File: config.mk
export PLATFORM = sky130hd
export DESIGN_NAME = taps_lfsr
export DESIGN_NICKNAME = d
export VERILOG_FILES = /design/src/rtl/taps_lfsr_pkg.sv /design/src/rtl/tap_mask_decode.sv /design/src/rtl/taps_lfsr.sv
export SDC_FILE = /design/constraint.sdc
export NUM_CORES = 1
export LEC_CHECK = 0
export BUFFER_PORTS_ARGS = -buffer_cell sky130_fd_sc_hd__buf_2
export CAP_MARGIN = 10
export CORE_MARGIN = 2
export CORE_UTILIZATION = 45
export CTS_CLUSTER_DIAMETER = 200
export DETAILED_ROUTE_END_ITERATION = 10
export PLACE_DENSITY = 0.66
export SYNTH_ARGS = -nofsm -noshare
export SYNTH_HDL_FRONTEND = slang
export SYNTH_HIERARCHICAL = 1
export SYNTH_SLANG_ARGS = --single-unit
File: constraint.sdc
create_clock -name clk -period 1.89 [get_ports clk]
set_input_delay 0.189 -clock clk [delete_from_list [all_inputs] [get_ports clk]]
set_output_delay 0.189 -clock clk [all_outputs]
set_load 0.005 [all_outputs]
File: src/rtl/taps_lfsr_pkg.sv
// ============================================================================
// taps_lfsr_pkg : shared FSM encoding and default sizes for taps_lfsr
// Rev 1.0
// ============================================================================
`default_nettype none

package taps_lfsr_pkg;

  localparam int DEF_NUM_OF_TAPS = 8;
  localparam int DEF_SIZE        = 32;
  localparam int BYTE_BITS       = 8;

  localparam int FSM_W = 2;
  localparam logic [FSM_W-1:0] ST_IDLE = 2'd0;
  localparam logic [FSM_W-1:0] ST_LOAD = 2'd1;
  localparam logic [FSM_W-1:0] ST_RUN  = 2'd2;

endpackage

`default_nettype wire

File: src/rtl/tap_mask_decode.sv
// ============================================================================
// tap_mask_decode : combinational tap-position list -> LFSR feedback mask
// Rev 1.0
// ============================================================================
`default_nettype none

module tap_mask_decode
  import taps_lfsr_pkg::*;
#(
  parameter int NUM_OF_TAPS = DEF_NUM_OF_TAPS,
  parameter int SIZE        = DEF_SIZE
) (
  input  logic [NUM_OF_TAPS*BYTE_BITS-1:0] i_taps,
  output logic [SIZE-1:0]                  o_mask
);

  // Out-of-range positions (0, >= SIZE) never match; duplicates just re-set the bit.
  always_comb begin
    o_mask         = '0;
    o_mask[SIZE-1] = 1'b1;
    for (int pos = 1; pos < SIZE; pos++) begin
      for (int k = 0; k < NUM_OF_TAPS; k++) begin
        if (int'(i_taps[k*BYTE_BITS +: BYTE_BITS]) == pos) begin
          o_mask[pos-1] = 1'b1;
        end
      end
    end
  end

endmodule

`default_nettype wire

File: src/rtl/taps_lfsr.sv
// ============================================================================
// taps_lfsr : Fibonacci LFSR byte generator with runtime tap list and handshake
// Rev 1.0
// ============================================================================
`default_nettype none

module taps_lfsr
  import taps_lfsr_pkg::*;
#(
  parameter int NUM_OF_TAPS = DEF_NUM_OF_TAPS,
  parameter int SIZE        = DEF_SIZE
) (
  input  logic                             clk,
  input  logic                             res,
  input  logic [NUM_OF_TAPS*BYTE_BITS-1:0] taps,
  input  logic                             taps_done,
  input  logic [SIZE-1:0]                  seed,
  input  logic                             ena,
  input  logic                             restart,
  input  logic                             out_ready,
  output logic [BYTE_BITS-1:0]             dout,
  output logic                             dout_valid,
  output logic                             busy
);

  localparam int                CNT_W      = $clog2(BYTE_BITS);
  localparam logic [CNT_W-1:0]  c_CNT_LAST = CNT_W'(BYTE_BITS - 1);
  localparam logic [SIZE-1:0]   c_SEED_ONE = SIZE'(1);

  logic [FSM_W-1:0]     r_fsm;
  logic [FSM_W-1:0]     w_fsm_next;
  logic [SIZE-1:0]      r_lfsr;
  logic [SIZE-1:0]      r_mask;
  logic [SIZE-1:0]      w_mask;
  logic [CNT_W-1:0]     r_bit_cnt;
  logic [BYTE_BITS-1:0] r_dout;
  logic                 r_dout_valid;
  logic                 w_fb;
  logic [SIZE-1:0]      w_lfsr_next;
  logic                 w_stall;
  logic                 w_advance;
  logic                 w_byte_done;

  tap_mask_decode #(
    .NUM_OF_TAPS (NUM_OF_TAPS),
    .SIZE        (SIZE)
  ) u_tap_mask_decode (
    .i_taps (taps),
    .o_mask (w_mask)
  );

  assign w_fb        = ^(r_lfsr & r_mask);
  assign w_lfsr_next = {r_lfsr[SIZE-2:0], w_fb};
  assign w_stall     = r_dout_valid && !out_ready;
  assign w_advance   = ena && !restart && (r_fsm == ST_RUN) && !w_stall;
  assign w_byte_done = w_advance && (r_bit_cnt == c_CNT_LAST);

  always_ff @(posedge clk or negedge res) begin
    if (!res) begin
      r_fsm <= ST_IDLE;
    end else begin
      r_fsm <= w_fsm_next;
    end
  end

  // restart overrides ena; every other transition waits for ena.
  always_comb begin
    w_fsm_next = r_fsm;
    if (restart) begin
      w_fsm_next = ST_IDLE;
    end else if (ena) begin
      case (r_fsm)
        ST_IDLE: if (taps_done) w_fsm_next = ST_LOAD;
        ST_LOAD: w_fsm_next = ST_RUN;
        ST_RUN:  w_fsm_next = ST_RUN;
        default: w_fsm_next = ST_IDLE;
      endcase
    end
  end

  always_comb begin
    busy = (r_fsm != ST_IDLE);
  end

  always_ff @(posedge clk or negedge res) begin
    if (!res) begin
      r_lfsr       <= '0;
      r_mask       <= '0;
      r_bit_cnt    <= '0;
      r_dout       <= '0;
      r_dout_valid <= 1'b0;
    end else if (restart) begin
      r_bit_cnt    <= '0;
      r_dout_valid <= 1'b0;
    end else if (ena) begin
      if (r_fsm == ST_LOAD) begin
        r_mask <= w_mask;
        r_lfsr <= (seed == '0) ? c_SEED_ONE : seed;
      end
      if (w_advance) begin
        r_lfsr    <= w_lfsr_next;
        r_bit_cnt <= r_bit_cnt + 1'b1;
      end
      // A byte completing in the same cycle as a handshake keeps valid high.
      if (w_byte_done) begin
        r_dout       <= w_lfsr_next[BYTE_BITS-1:0];
        r_dout_valid <= 1'b1;
      end else if (r_dout_valid && out_ready) begin
        r_dout_valid <= 1'b0;
      end
    end
  end

  assign dout       = r_dout;
  assign dout_valid = r_dout_valid;

endmodule

`default_nettype wire

==> results.yml, run 1 <==
status:
  status: "finished clean"
detailed_routing:
  drc: 0
  ant_nets: 0
  dr_total_vias: 7400
  avgRoutedWirePerCell_um: 21.4
  wl_um: 25800
  drt_iter0_drc: 892
  drt-pass1-iter-count: 6
  via_per_inst: 6.13
worst_setup_path:
  worst_setup_path_end_kind: "flop"
  cp.required_ps: 2110
  cp_data_arrival_time_ps: 2070
  path_cells: "nand2_1 -> xor2_1 -> xnor2_1 -> xnor2_1 -> xnor2_1 -> buf_4 -> xnor2_2 -> o22ai_1"
  cp-start-kind: "flop"
  cpMostUsedCell: "xnor2_1"
  crit_path_max_fanout: 3
  path_class: "reg -> reg"
  crit_path_top_delay_cell: "dfrtp_1"
  max_stage_delay_ps: 400
final_layout:
  final_util: 0.577
  areaGrowthSynthToFinish_pct: 25.8
  fillerInstances: 1372
  antenna_cells: 0
  instances_no_fill: 1207
  drive_gt1_frac: 0.255
  nets: 1131
floorplanning:
  start_util: 0.459
  core_um2: 13800
  pin_count: 112
  dieArea_um2: 15100
  die_w_um: 123
  chipHeight_um: 123
  row_count: 43
power_and_ir_drop:
  cellLeakagePower_uw: 0.00360
  power_density_nw_per_um2: 694
  ir_drop_mv: 0.463
sta:
  fin_crit_ps: 1850
  slew_headroom: 0.383
  fmax_ghz: 0.540
  slew_violations: 0
  finalClockSkew_ps: 8.04
  period_share: 0.980
  setup_viol: 0
  finalHoldViolations: 0
  worstMarginPinSlew_ps: 902
  rsz0062_at_grt: "true"
clock_network:
  cts_buffer_depth: 2
  cts_buffers: 9
  cts_root_buffer: "clkbuf_16"
  clk_latency_ps: 340
  cts_tree: "yes"
  cts.sinks: 78
  cts.clk_slew.worst_paths_ps: 60
  cts_max_level: 3
synth:
  ys_seq_area_frac: 0.308
  synthCells: 851
  synthesis.yosys.warnings: 6
  synth.avg_cell_area_um2: 7.45
  ys_types: 66
  synth_area_um2: 6340
  synth_edf_count: 0
  synth_nets: 959
  ys.flop_type: "dfrtp_1"
  synth.ff_latch_count: 78
  synthArstFlopShare: 1.00
global_route:
  grt_usage: 0.349
  antenna_found_initial: 1
  overflow: 0
  grt_pass1_wl_um: 39100
  grt_start_max_net_pins: 65
  grt_pass1_vias: 6876
placement:
  io_buffer_count: 111
  gp_congestion: 1.05
  dpl.hpwl_um: 20800
  place_inst: 1190
job:
  max_cap_viol_count: 0
worst_hold_path:
  hold_path.class: "in -> reg"
[timing repair]
action,4_1_cts,5_1_grt
hold buffers,1,0
buffers inserted,0,1
setup endpoints to repair,1,9
gates resized for setup,0,4
hold endpoints to repair,20,0
pin swaps,1,1
[flip-flops by register name (all words and copies together) (netlist names)]
register and flops:
dout_valid 1, dout 8, r_fsm 2, r_lfsr 32, r_mask 32, r_bit_cnt 3
[placed cells by master, fill, tap and decap left out, types with 5 or more instances in the layout]
| cell | n |
|---|---|
| xor2_1 | 9 |
| nand2_1 | 214 |
| nand3_1 | 29 |
| mux2_1 | 7 |
| nor2b_1 | 17 |
| clkbuf_16 | 9 |
| o32ai_1 | 5 |
| nand4_1 | 18 |
| nor3_1 | 43 |
| buf_2 | 110 |
| or4_1 | 7 |
| a2111oi_0 | 15 |
| and3_1 | 11 |
| a32oi_1 | 7 |
| a31oi_1 | 39 |
| nand2b_1 | 18 |
| a21oi_1 | 13 |
| nand4b_1 | 5 |
| dfrtp_1 | 78 |
| or4b_1 | 10 |
| buf_4 | 104 |
| xnor2_1 | 20 |
| a22oi_1 | 15 |
| a211oi_1 | 8 |
| nor4_1 | 41 |
| ha_1 | 6 |
| nor2_1 | 90 |
[cells in the mapped netlist, types with 5 or more instances]
| cell | count | area share |
|---|---|---|
| nand2b_1 | 18 | 0.018 |
| a31oi_1 | 39 | 0.038 |
| nand3_1 | 29 | 0.023 |
| ha_1 | 6 | 0.012 |
| a21oi_1 | 13 | 0.010 |
| nand4_1 | 18 | 0.018 |
| dfrtp_1 | 78 | 0.31 |
| buf_1 | 5 | 0.0030 |
| a2111oi_0 | 15 | 0.021 |
| xor2_1 | 9 | 0.012 |
| nand2_1 | 215 | 0.13 |
| nor2b_1 | 17 | 0.017 |
| or4b_1 | 10 | 0.016 |
| clkbuf_1 | 22 | 0.013 |
| a32oi_1 | 7 | 0.0097 |
| mux2_1 | 7 | 0.012 |
| a211oi_1 | 8 | 0.0095 |
| nor4_1 | 41 | 0.040 |
| or4_1 | 7 | 0.0083 |
| nor3_1 | 43 | 0.034 |
| and3_1 | 11 | 0.011 |
| a22oi_1 | 15 | 0.018 |
| o32ai_1 | 5 | 0.0069 |
| buf_2 | 22 | 0.017 |
| xnor2_1 | 23 | 0.032 |
| nor2_1 | 90 | 0.053 |
| nand4b_1 | 5 | 0.0069 |
[logic make-up after synthesis]
| family | Yosys count | synth area share |
|---|---|---|
| AO/OA/AOI/OAI | 122 | 0.143 |
| XOR/XNOR | 32 | 0.0442 |
| adder cells (fa/ha/maj) | 6 | 0.0118 |
| buffers and inverters | 63 | 0.0501 |
| flip-flops | 78 | 0.308 |
| multiplexers | 11 | 0.0187 |
| other | 1 | 0.000591 |
| AND/OR/NAND/NOR | 538 | 0.423 |
[final cells by class]
cell class | instances | area (um^2) | area share
Multi-Input combinational cell | 710 | 4100 | 0.513
Sequential cell | 78 | 1950 | 0.245
Timing Repair Buffer | 219 | 1420 | 0.178
Clock buffer | 10 | 229 | 0.0287
Tap cell | 180 | 225 | 0.0282
Clock inverter | 5 | 36.3 | 0.00455
Inverter | 5 | 18.8 | 0.00235
[final timing paths]
kind                            cells past startpoint       start          to  slack (ps)
worst max-delay path                                8   r_lfsr[8]   r_lfsr[0]          40
min in group asynchronous                           2         res  r_lfsr[26]         290
worst min-delay path                                3     seed[1]   r_lfsr[1]         110
worst min register to register                      2  r_mask[12]  r_mask[12]         470
max in group asynchronous                           3         res  r_mask[11]        1060
worst max register to register                      8   r_lfsr[8]   r_lfsr[0]          40
[layer usage]
layer	up-vias	global-route usage	part of all wire
li1	3422	-	-
met1	3450	0.480	0.43
met2	431	0.504	0.43
met3	97	0.0799	0.090
met4	0	0.193	0.058
met5	-	0	0
[metrics by stage]
step	hold WS [ps]	power, uW	setup WS [ps]	cell area, um^2	TNS (ps)
finish	109	5540	37.3	7980	0
global route	109	5820	-21.8	7980	-21.8
CTS	99.7	5480	3.27	7950	0
detailed placement	105	3900	-130	7670	-172
global placement	104	3870	-99.6	7670	-213
floorplan	-107	3090	330	6340	0
[report_power, final]
part	total, uW	internal [uW]	leakage [uW]	switching (uW)
Sequential	2430	2050	0.00103	380
Combinational	1530	702	0.00243	826
Clock	1580	886	0.000133	692
Total	5540	3640	0.00360	1900
[worst max-delay path, delay by kind of cell (launching register included)]
kind                      cells  cell delay (ps)
xor gates and xnor gates      5              960
DFF                           1              400
buffers and inverters         1              160
and+or+nand+nor               1              120
AOI/OAI and AO/OA             1              100
No activity file was read; power rests on OpenSTA's default activity.
==> inputs of run 2 (changes only) <==
--- a/config.mk
+++ b/config.mk
@@ -7,11 +7,13 @@
 export LEC_CHECK = 0
 export BUFFER_PORTS_ARGS = -buffer_cell sky130_fd_sc_hd__buf_2
 export CAP_MARGIN = 10
+export CELL_PAD_IN_SITES_DETAIL_PLACEMENT = 1
+export CELL_PAD_IN_SITES_GLOBAL_PLACEMENT = 1
 export CORE_MARGIN = 2
-export CORE_UTILIZATION = 45
+export CORE_UTILIZATION = 42
 export CTS_CLUSTER_DIAMETER = 200
 export DETAILED_ROUTE_END_ITERATION = 10
-export PLACE_DENSITY = 0.66
+export PLACE_DENSITY_LB_ADDON = 0.1
 export SYNTH_ARGS = -nofsm -noshare
 export SYNTH_HDL_FRONTEND = slang
 export SYNTH_HIERARCHICAL = 1
==> results.yml, run 2 (synthesis gave the netlist of run 1 again) <==
final_layout:
  layout_common_cells: "nand2_1, buf_4, buf_2"
  seqCellArea_um2: 1950
  final_common_cell: "nand2_1"
  areaGrowthSynthToFinish_pct: 27.4
  drive_gt1_frac: 0.267
  nets: 1138
  antenna_cells: 0
  multi_input_area_um2: 4130
  fillerInstances: 1883
  final_util: 0.552
clock_network:
  clk_latency_ps: 350
  cts.clk_slew.worst_paths_ps: 70
  cts_buffers: 9
  cts.sinks: 78
  cts_root_buffer: "clkbuf_16"
  cts_tree: "yes"
  cts_max_level: 3
  cts_buffer_depth: 2
sta:
  finalClockSkew_ps: 16.1
  slew_headroom: 0.325
  setup_viol: 0
  fin_crit_ps: 1880
  finalHoldViolations: 0
  hold_ws_ps: 115
  period_share: 0.996
  fmax_ghz: 0.531
  slew_violations: 0
  worstMarginPinSlew_ps: 987
global_route:
  overflow: 0
  grt_usage: 0.398
  grt_pass1_wl_um: 48400
  grt_start_max_net_pins: 65
  antenna_found_initial: 0
  grt_pass1_vias: 8093
worst_setup_path:
  cp-start-kind: "flop"
  crit_path_max_fanout: 64
  crit_path_top_delay_cell: "dfrtp_1"
  r2r-start: "r_fsm[0]"
  cp_data_arrival_time_ps: 2060
  path_class: "reg -> reg"
  cp_num_buf_inv: 2
  max_stage_delay_ps: 400
  r2r_cells: 7
  cp.required_ps: 2070
  r2r-end: "r_lfsr[22]"
  rrSetupSlack_ps: 8
  path_cells: "inv_1 -> ha_2 -> o211ai_4 -> or2_2 -> buf_12 -> nor2_1 -> a31oi_1"
  path_delay_family: "simple AND/OR/NAND/NOR gates"
  worst_setup_path_end_kind: "flop"
detailed_routing:
  drt-pass1-iter-count: 5
  dr_total_vias: 7886
  drt_iter0_drc: 789
  avgRoutedWirePerCell_um: 26.5
  ant_nets: 0
  via_per_inst: 6.47
  wl_um: 32200
  drc: 0
power_and_ir_drop:
  cellLeakagePower_uw: 0.00365
  ir_drop_mv: 0.469
  power_density_nw_per_um2: 718
floorplanning:
  row_count: 44
  pin_count: 112
  die_w_um: 127
  chipHeight_um: 127
  dieArea_um2: 16100
  core_um2: 14600
  start_util: 0.433
worst_hold_path:
  holdPathStages: 3
  hold_path.class: "in -> reg"
  hold_start: "seed[7]"
  whs_endpoint: "r_lfsr[7]"
job:
  max_cap_viol_count: 0
status:
  status: "finished clean"
placement:
  gp_congestion: 1.04
  io_buffer_count: 111
  dpl.hpwl_um: 25000
[run 2: repair_timing]
action                                  CTS  global route
endpoints found under the hold margin    36             0
endpoints found under the setup margin    0            26
setup buffers                             0             1
hold buffers                              1             0
resized for setup                         0            10
[run 2: final cells by class]
type                    instances  share of cell area
multi-input cells             710               0.512
inverters                       5             0.00232
repair buffers                226               0.181
clock inverters                 6             0.00542
clock buffers                  10              0.0296
flip-flops and latches         78               0.242
well taps                     184              0.0285
[run 2: per-stage QoR]
stage	setup WS [ps]	instances	setup TNS, ps	total power [uW]	cell area (um^2)
after floorplan	330	851	0	3090	6340
after global placement	-202	1201	-434	3740	7720
after detailed placement	-151	1201	-612	3900	7720
after CTS	0.124	1218	0	5660	8010
after global routing	-32.3	1219	-69.9	5990	8080
final	8.44	1219	0	5800	8080
[run 2: where the power goes]
group / leakage, uW / switching, uW / total (uW) / internal, uW
combinational: 0.00248 / 970 / 1620 / 646
sequential: 0.00103 / 462 / 2510 / 2050
clock: 0.000139 / 742 / 1670 / 932
[run 2: metal layers]
metal  share of wire  track usage  vias to the layer above
met5               0            0                        -
met4           0.069        0.226                        0
met3           0.068       0.0489                      143
met2            0.48        0.683                      451
met1            0.39        0.485                     3852
li1                -            -                     3440
[run 2: how the worst max path moves through the flow]
| stage | from | endpoint | slack (ps) | cells past startpoint |
|---|---|---|---|---|
| 2_1_floorplan | r_fsm[0] | r_lfsr[23] | 330 | 8 |
| 3_3_place_gp | taps[42] | r_mask[23] | -200 | 8 |
| 3_5_place_dp | taps[58] | r_mask[3] | -150 | 7 |
| 4_1_cts | r_fsm[0] | r_lfsr[21] | 0.1 | 7 |
| 5_1_grt | r_lfsr[12] | r_lfsr[0] | -30 | 7 |
| 6_report | r_fsm[0] | r_lfsr[22] | 8 | 7 |
[run 2: worst min-delay path: stages]
cell     delay (ps)
buf_2           100
nand2_1          50
a31oi_1          70
